`config.mk`:
```
export PLATFORM = sky130hd
export DESIGN_NAME = tohost_exit_monitor
export DESIGN_NICKNAME = d
export VERILOG_FILES = /design/src/rtl/tohost_exit_monitor.sv
export SDC_FILE = /design/constraint.sdc
export NUM_CORES = 1
export LEC_CHECK = 0
export ABC_AREA = 1
export ABC_CLOCK_PERIOD_IN_PS = 3400
export CORE_MARGIN = 5
export CORE_UTILIZATION = 45
export CTS_BUF_LIST = sky130_fd_sc_hd__clkbuf_4
export CTS_CLUSTER_SIZE = 12
export DETAILED_ROUTE_END_ITERATION = 8
export GPL_ROUTABILITY_DRIVEN = 0
export HOLD_SLACK_MARGIN = 0.15
export PLACE_DENSITY = 0.83
export SLEW_MARGIN = 5
export SYNTH_ARGS = -nofsm -noshare
export SYNTH_HDL_FRONTEND = slang
export SYNTH_SLANG_ARGS = --single-unit
export TNS_END_PERCENT = 50
```
`constraint.sdc`:
```
create_clock -name clk -period 3.4 [get_ports clk]
set_clock_uncertainty 0.1 [all_clocks]
set_input_delay 0.68 -clock clk [delete_from_list [all_inputs] [get_ports clk]]
set_output_delay 0.68 -clock clk [all_outputs]
set_load 0.05 [all_outputs]
```
`src/rtl/tohost_exit_monitor.sv`:
```
// tohost doorbell decoder, console FIFO and run-exit status for the harness.
// Optional `define TOHOST_TRACE_EN prints decoded doorbell traffic.
module tohost_exit_monitor #(
    parameter int unsigned ADDR_W      = 32,
    parameter logic [ADDR_W-1:0] TOHOST_ADDR = ADDR_W'(32'h8000_1000),
    parameter int unsigned CONS_DEPTH  = 4,
    parameter int unsigned EXIT_W      = 32
) (
    input  logic              clk,
    input  logic              reset,
    input  logic              req_valid,
    output logic              req_ready,
    input  logic [ADDR_W-1:0] req_addr,
    input  logic [63:0]       req_data,
    input  logic [7:0]        req_mask,
    output logic              cons_valid,
    input  logic              cons_ready,
    output logic [7:0]        cons_data,
    output logic              io_success,
    output logic              io_failure,
    output logic [EXIT_W-1:0] exit_code,
    output logic [15:0]       ignored_count
);

    localparam int unsigned PW = (CONS_DEPTH > 1) ? $clog2(CONS_DEPTH) : 1;
    localparam int unsigned CW = PW + 1;

    typedef enum logic [1:0] {
        RUN   = 2'd0,
        DRAIN = 2'd1,
        DONE  = 2'd2
    } state_t;

    state_t            state_q, state_d;
    logic [PW-1:0]     wptr_q, wptr_d;
    logic [PW-1:0]     rptr_q, rptr_d;
    logic [CW-1:0]     cnt_q, cnt_d;
    logic              fail_q, fail_d;
    logic [EXIT_W-1:0] code_q, code_d;
    logic [15:0]       ign_q, ign_d;
    logic [7:0]        mem_q [CONS_DEPTH];

    logic        full, empty, acc, is_th, full_mask;
    logic        push, pop, ign_inc, exit_ev;
    logic [7:0]  dev, cmd;
    logic [47:0] pl;

    assign dev = req_data[63:56];
    assign cmd = req_data[55:48];
    assign pl  = req_data[47:0];

    assign full      = (cnt_q == CW'(CONS_DEPTH));
    assign empty     = (cnt_q == '0);
    assign req_ready = !((state_q == RUN) && full);
    assign acc       = req_valid && req_ready;
    assign is_th     = (req_addr == TOHOST_ADDR);
    assign full_mask = (req_mask == 8'hFF);

    assign cons_valid    = !empty;
    assign cons_data     = mem_q[rptr_q];
    assign io_success    = (state_q == DONE) && !fail_q;
    assign io_failure    = (state_q == DONE) && fail_q;
    assign exit_code     = code_q;
    assign ignored_count = ign_q;

    // Decode the doorbell, advance the FIFO and the RUN/DRAIN/DONE machine.
    always_comb begin
        state_d = state_q;
        wptr_d  = wptr_q;
        rptr_d  = rptr_q;
        fail_d  = fail_q;
        code_d  = code_q;
        push    = 1'b0;
        ign_inc = 1'b0;
        exit_ev = 1'b0;
        pop     = cons_valid && cons_ready;

        if (acc && is_th) begin
            if (state_q == RUN) begin
                if (!full_mask) begin
                    ign_inc = 1'b1;
                end else if (req_data == 64'd0) begin
                    ign_inc = 1'b0;
                end else if (dev == 8'd0 && pl[0]) begin
                    exit_ev = 1'b1;
                    code_d  = EXIT_W'(pl[47:1]);
                    fail_d  = (pl[47:1] != '0);
                end else if (dev == 8'd0) begin
                    exit_ev = 1'b1;
                    code_d  = '1;
                    fail_d  = 1'b1;
                end else if (dev == 8'd1 && cmd == 8'd1) begin
                    push = 1'b1;
                end else begin
                    ign_inc = 1'b1;
                end
            end else if (req_data != 64'd0) begin
                ign_inc = 1'b1;
            end
        end

        if (push) wptr_d = wptr_q + PW'(1);
        if (pop)  rptr_d = rptr_q + PW'(1);
        cnt_d = cnt_q + CW'(push) - CW'(pop);

        ign_d = (ign_inc && ign_q != 16'hFFFF) ? ign_q + 16'd1 : ign_q;

        unique case (state_q)
            RUN:     if (exit_ev) state_d = (cnt_d == '0) ? DONE : DRAIN;
            DRAIN:   if (empty)   state_d = DONE;
            default: state_d = state_q;
        endcase
    end

    // State, pointers and status registers.
    always_ff @(posedge clk or posedge reset) begin
        if (reset) begin
            state_q <= RUN;
            wptr_q  <= '0;
            rptr_q  <= '0;
            cnt_q   <= '0;
            fail_q  <= 1'b0;
            code_q  <= '0;
            ign_q   <= '0;
        end else begin
            state_q <= state_d;
            wptr_q  <= wptr_d;
            rptr_q  <= rptr_d;
            cnt_q   <= cnt_d;
            fail_q  <= fail_d;
            code_q  <= code_d;
            ign_q   <= ign_d;
        end
    end

    // Character storage; validity is tracked by the count alone.
    always_ff @(posedge clk) begin
        if (push) mem_q[wptr_q] <= pl[7:0];
    end

`ifdef TOHOST_TRACE_EN
    // Trace every full doorbell write and the final exit.
    always @(posedge clk) begin
        if (!reset && acc && is_th && full_mask)
            $display("tohost: dev=%h cmd=%h pl=%h", dev, cmd, pl);
        if (!reset && state_q != DONE && state_d == DONE)
            $display("tohost: exit %0d", code_d);
    end
`endif

endmodule

```
==> run summary, run 1 <==
Run status: completed
CP Max Fanout: 10
Detailed Place HPWL: 11.4 mm
Initial Utilization: 45.9%
CP bufs+invs: 2
Max Freq: 316 MHz
Max cap viols: 0
Num rows: 39
Worst min path class: reg2reg
Syn_nets: 828
Arrival time at the worst endpoint: 2.38 ns
Worst slew pin tran: 0.592 ns
Total Power: 0.00286 W
Via density: 4.92
Final hold viol count: 0
Vias in the first global route: 4,949
Sink Count: 90
Fraction of layout instances using a drive strength above 1: 10.3%
Syn avg cell area: 7.36 um^2
Die W: 118 um
Gate count of the mapped netlist: 712
Crit path max-delay family: buffers and inverters
Sequential area share after synthesis: 46.0%
Mapped Area: 5240 um^2
Top FF cell, synth: dfrtp_1
Initial antenna violation count: 0
Setup crit end kind: output pin
H-tree levels: 3
Number of synthesized flops with an enable pin: 32
DRC Markers: 0
CTS tree: yes
Final setup fails: 0
Critical Path Max Stage Delay: 0.84 ns
Area of the core: 11,400 um^2
Lkg Pwr: 3.44 nW
Final net count: 1,037
Hold buffers post-CTS: 0
CTS resizes: 0
Clock buffer depth: 2
Antenna fix cells: 0
Ports: 168
Layout area overhead: 44.0%
TritonCTS Buffers: 9
Vert. Die Dim: 118 um
Share of flip-flops with an asynchronous set or reset: 64.4%
DIE AREA: 13,900 um^2
Setup bufs post-CTS: 0
Slew HR: 60.5%
Crit-path slowest cell: clkdlybuf4s50_1
Pin count of the biggest net entering global routing: 37
Worst endpoint required time: 2.62 ns
Max VDD drop: 0.000567 V
Overall routing resource usage: 21.1%
Global-route wire length before repair: 23.9 mm
Routed len/inst: 13.8 um
Highest-count cells in the layout ignoring fill and taps: 184 x nand2_1, 167 x clkdlybuf4s50_1, 141 x nor2_1
Crit path cell chain: inv_1 > o21ai_0 > o22ai_1 > clkdlybuf4s50_1
Gr ovfl total: 0
Unrepaired setup endpoints after global routing: false
Drt total wl: 14.7 mm
Most common cell after layout, fill and taps aside: nand2_1
CP Class: reg2out
Post-synth cell types: 31
Final antenna-violating net count: 0
Initial DRC Count: 287
Initial DRT Pass Iterations: 5
Worst-Skew Late Latency: 0.44 ns
Post-synthesis register bit count: 90
Detailed-route via count: 5,257
Crit start category: flop
Pre-CTS WS: -0.294 ns
Setup ws final: 0.239 ns
Yosys warns: 0
Final count of pins violating max slew: 0
PortBufs: 167
Pwr per Cell Area: 378 nW/um^2
Clock-pin slew on the worst setup and hold paths: 0.14 ns
Fin crit period: 3.16 ns
CTS root buf: clkbuf_4
Final Cycle Share: 93.0%
==> sequential cells by signal, indices dropped and copies added, names as in the netlist <==
name,count
exit_code,32
mem_q,32
ignored_count,16
cnt_q,3
rptr_q,2
state_q,2
wptr_q,2
fail_q,1
==> power breakdown <==
part | total (W) | switching (W) | leakage (nW) | internal [W]
combinational | 0.000963 | 0.000581 | 2.44 | 0.000382
sequential | 0.00120 | 0.0000413 | 0.903 | 0.00116
clock | 0.000696 | 0.000385 | 0.0920 | 0.000311
total | 0.00286 | 0.00101 | 3.44 | 0.00185
==> synth_stat cells (all sizes together), types with 2 or more instances <==
library cell	instances	area (um^2)
nor3b	2	15.0
o21ai	18	90.1
nor3	12	60.1
xor2	10	87.6
clkbuf	9	33.8
inv	119	447
xnor2	3	26.3
nand3	23	143
o22ai	8	50.1
nor2	157	622
edfxtp	32	961
dfrtp	58	1450
nand2	185	697
nor4	2	12.5
ha	7	87.6
buf	12	91.3
nand4	49	313
==> final timing paths <==
| check | from | end | slack [ns] | cells past startpoint |
|---|---|---|---|---|
| worst max-delay path | rptr_q[1]$_DFFE_PP0P_ | cons_data[7] | 0.24 | 4 |
| worst min-delay path | ignored_count[15]$_DFFE_PP0P_ | ignored_count[15]$_DFFE_PP0P_ | 0.43 | 2 |
| worst max register to register | cnt_q[1]$_DFF_PP0_ | state_q[1]$_DFFE_PP0P_ | 0.54 | 17 |
| worst min register to register | ignored_count[15]$_DFFE_PP0P_ | ignored_count[15]$_DFFE_PP0P_ | 0.43 | 2 |
| max in group asynchronous | reset | ignored_count[1]$_DFFE_PP0P_ | 1.99 | 3 |
| min in group asynchronous | reset | exit_code[23]$_DFFE_PP0P_ | 0.49 | 2 |
==> kinds of logic (layout without fill, tap and decap cells) <==
family                     Yosys count  count (layout)  share of synthesized area [%]
and+or+nand+nor                    433             433                           35.9
buffers and inverters              140             354                           10.9
DFF                                 90              90                           46.0
AOI/OAI and AO/OA                   28              28                           2.94
xor gates and xnor gates            13              13                           2.17
adders and majority gates            8               8                           2.05
==> per-layer routing <==
metal | part of all wire, % | up-vias | GRT usage, %
li1 | - | 2655 | -
met1 | 42 | 2411 | 26.8
met2 | 50 | 173 | 36.6
met3 | 6.4 | 18 | 4.04
met4 | 1.6 | 0 | 6.24
met5 | 0 | - | 0
==> metrics by stage <==
| stage | utilization (%) | cells | setup TNS [ns] | hold WS, ns | instance area [um^2] |
|---|---|---|---|---|---|
| 2_1_floorplan | - | 712 | 0 | 0.397 | 5240 |
| 3_3_place_gp | 64.5 | 1053 | -0.463 | 0.399 | 7360 |
| 3_5_place_dp | 64.5 | 1053 | -0.537 | 0.392 | 7360 |
| 4_1_cts | 65.9 | 1069 | 0 | 0.432 | 7520 |
| 5_1_grt | 66.1 | 1069 | 0 | 0.499 | 7550 |
| 6_report | 66.1 | 1069 | 0 | 0.431 | 7550 |
==> worst min-delay path: cells and delay by family, from the launching register on <==
| family | cells | cell delay (ns) |
|---|---|---|
| flops | 1 | 0.40 |
| simple gates | 2 | 0.11 |
==> final cells by class <==
| class | count | area [um^2] |
|---|---|---|
| clock inverters | 6 | 87.6 |
| fillers | 1017 | 3870 |
| multi-input cells | 482 | 2290 |
| clock buffers | 10 | 75.1 |
| flip-flops and latches | 90 | 2410 |
| inverters | 119 | 447 |
| repair buffers | 219 | 2060 |
| well taps | 143 | 179 |
No activity file was read; power rests on OpenSTA's default activity.
==> run 2: changes to the inputs <==
- CTS_CLUSTER_SIZE: 12 -> not set
- REMOVE_ABC_BUFFERS: not set -> 1
==> run 2 against run 1 <==
Maximum frequency is 3.6% lower; critical path depth rose by 15; die area unchanged; setup slack worse by 0.12 ns; global-route usage rose by 0.95 points; largest cell class unchanged; power decreased by 2.1%.
==> run summary, run 2 (synthesis results as in run 1) <==
Pwr per Cell Area: 367 nW/um^2
Final hold viol count: 0
Critical Path Max Stage Delay: 0.43 ns
Detailed Place HPWL: 12.2 mm
Worst slew pin tran: 0.677 ns
Seq. cell area: 2410 um^2
DRC Markers: 0
Highest-count cells in the layout ignoring fill and taps: 184 x nand2_1, 166 x clkdlybuf4s50_1, 139 x nor2_1
Cell Count, Final, Fillers Out: 1,077
Detailed-route via count: 5,271
CP bufs+invs: 4
Setup crit end kind: flop
Clock buffer depth: 2
Initial antenna violation count: 0
Slew HR: 54.8%
Final net count: 1,045
Sink Count: 90
CP Max Fanout: 3
# fillers: 974
Max VDD drop: 0.000461 V
TritonCTS Buffers: 9
Worst endpoint required time: 3.64 ns
H-tree levels: 3
Initial DRT Pass Iterations: 5
Layout area overhead: 45.3%
Final setup fails: 0
Crit path max-delay family: simple AND/OR/NAND/NOR gates
Antenna fix cells: 0
Num rows: 39
Hold buffers post-CTS: 0
Overall routing resource usage: 22.1%
Initial Utilization: 45.9%
Placed Instances: 1,060
Arrival time at the worst endpoint: 3.52 ns
Area of the core: 11,400 um^2
Vias in the first global route: 5,152
Fraction of layout instances using a drive strength above 1: 11.2%
Multi-input gate area: 2300 um^2
Via density: 4.89
Crit start category: input port
Initial DRC Count: 335
Max cap viols: 0
Crit-path slowest cell: clkdlybuf4s50_1
Worst min path class: reg2reg
Vert. Die Dim: 118 um
Final count of pins violating max slew: 0
Clock-pin slew on the worst setup and hold paths: 0.15 ns
Crit path cell chain: clkdlybuf4s50_1 > nor2_1 > nand2_1 > nor2_2 > nand2_1 > nor2_2 > nand3_2 > nor2_4 > inv_1 > ha_1 > inv_1 > ha_1 > inv_1 > fa_1 > or2_2 > nand3_1 > o21ai_0 > nand2_1 > nand2_1
Pin count of the biggest net entering global routing: 37
Dpl cell area: 7420 um^2
Worst-Skew Late Latency: 0.44 ns
Ports: 168
Fin crit period: 3.28 ns
CTS tree: yes
Die W: 118 um
Global-route wire length before repair: 25.3 mm
Critical path's most frequent cell: nand2_1
Lkg Pwr: 3.47 nW
Routed len/inst: 14.5 um
CTS root buf: clkbuf_4
CP Class: in2reg
PortBufs: 167
DIE AREA: 13,900 um^2
Final Cell Area: 7620 um^2
Final antenna-violating net count: 0
Fin util: 66.7%
Run status: completed
Final Cycle Share: 96.4%
Drt total wl: 15.6 mm
Max Freq: 305 MHz
Gr ovfl total: 0
Most common cell after layout, fill and taps aside: nand2_1
==> run 2: cell types whose count changed in the layout (fill, tap and decap cells not counted), sizes merged <==
cell and delta:
clkdlybuf4s50 -1, buf +8, inv -2, bufinv -1, clkinv +2, clkinvlp +2, dlymetal6s2s +1, clkbuf -1
==> run 2: routing by layer <==
metal	global-route usage (%)	part of all wire, %	up-vias
li1	-	-	2664
met1	28.0	42	2424
met2	37.6	50	161
met3	4.52	6.2	22
met4	7.24	1.6	0
met5	0	0	-
==> run 2: metrics by stage <==
step	worst slack, ns	power [W]	TNS, ns	hold slack, ns
floorplan	-0.00697	0.00176	-0.00697	0.397
global placement	-0.324	0.00217	-0.654	0.416
detailed placement	-0.416	0.00220	-0.947	0.409
CTS	0.0577	0.00280	0	0.451
global route	-0.0298	0.00293	-0.0569	0.500
finish	0.122	0.00279	0	0.446
==> run 2: worst paths after layout <==
| path | slack [ns] | startpoint | to | depth (start not counted) |
|---|---|---|---|---|
| min in group asynchronous | 0.53 | reset | exit_code[29]$_DFFE_PP0P_ | 2 |
| worst max-delay path | 0.12 | req_addr[6] | state_q[1]$_DFFE_PP0P_ | 19 |
| max in group asynchronous | 2.06 | reset | exit_code[0]$_DFFE_PP0P_ | 3 |
| worst min-delay path | 0.45 | ignored_count[15]$_DFFE_PP0P_ | ignored_count[15]$_DFFE_PP0P_ | 2 |
| worst max register to register | 0.45 | cnt_q[1]$_DFF_PP0_ | state_q[1]$_DFFE_PP0P_ | 17 |
| worst min register to register | 0.45 | ignored_count[15]$_DFFE_PP0P_ | ignored_count[15]$_DFFE_PP0P_ | 2 |
==> run 2: layout make-up <==
cell class | count | share of cell area (%)
sequential | 90 | 31.7
multi-input combinational | 482 | 30.2
timing repair buffer | 227 | 28.0
inverter | 119 | 5.86
tap | 143 | 2.35
clock inverter | 7 | 0.985
clock buffer | 9 | 0.887
==> run 2: timing repair <==
action	CTS	global route
setup buffers	0	1
gates resized for setup	0	14
hold endpoints to repair	0	0
setup endpoints to repair	0	2
==> run 2: tightest hold or removal path, cell delays in order (launching register included) <==
cell	delay, ns
dfrtp_1	0.41
nand2_1	0.06
nand2_1	0.06
==> run 2: where the power goes <==
part	switching [W]	total [W]	internal, W
Clock	0.000393	0.000621	0.000228
Combinational	0.000587	0.000974	0.000388
Sequential	0.0000432	0.00120	0.00116
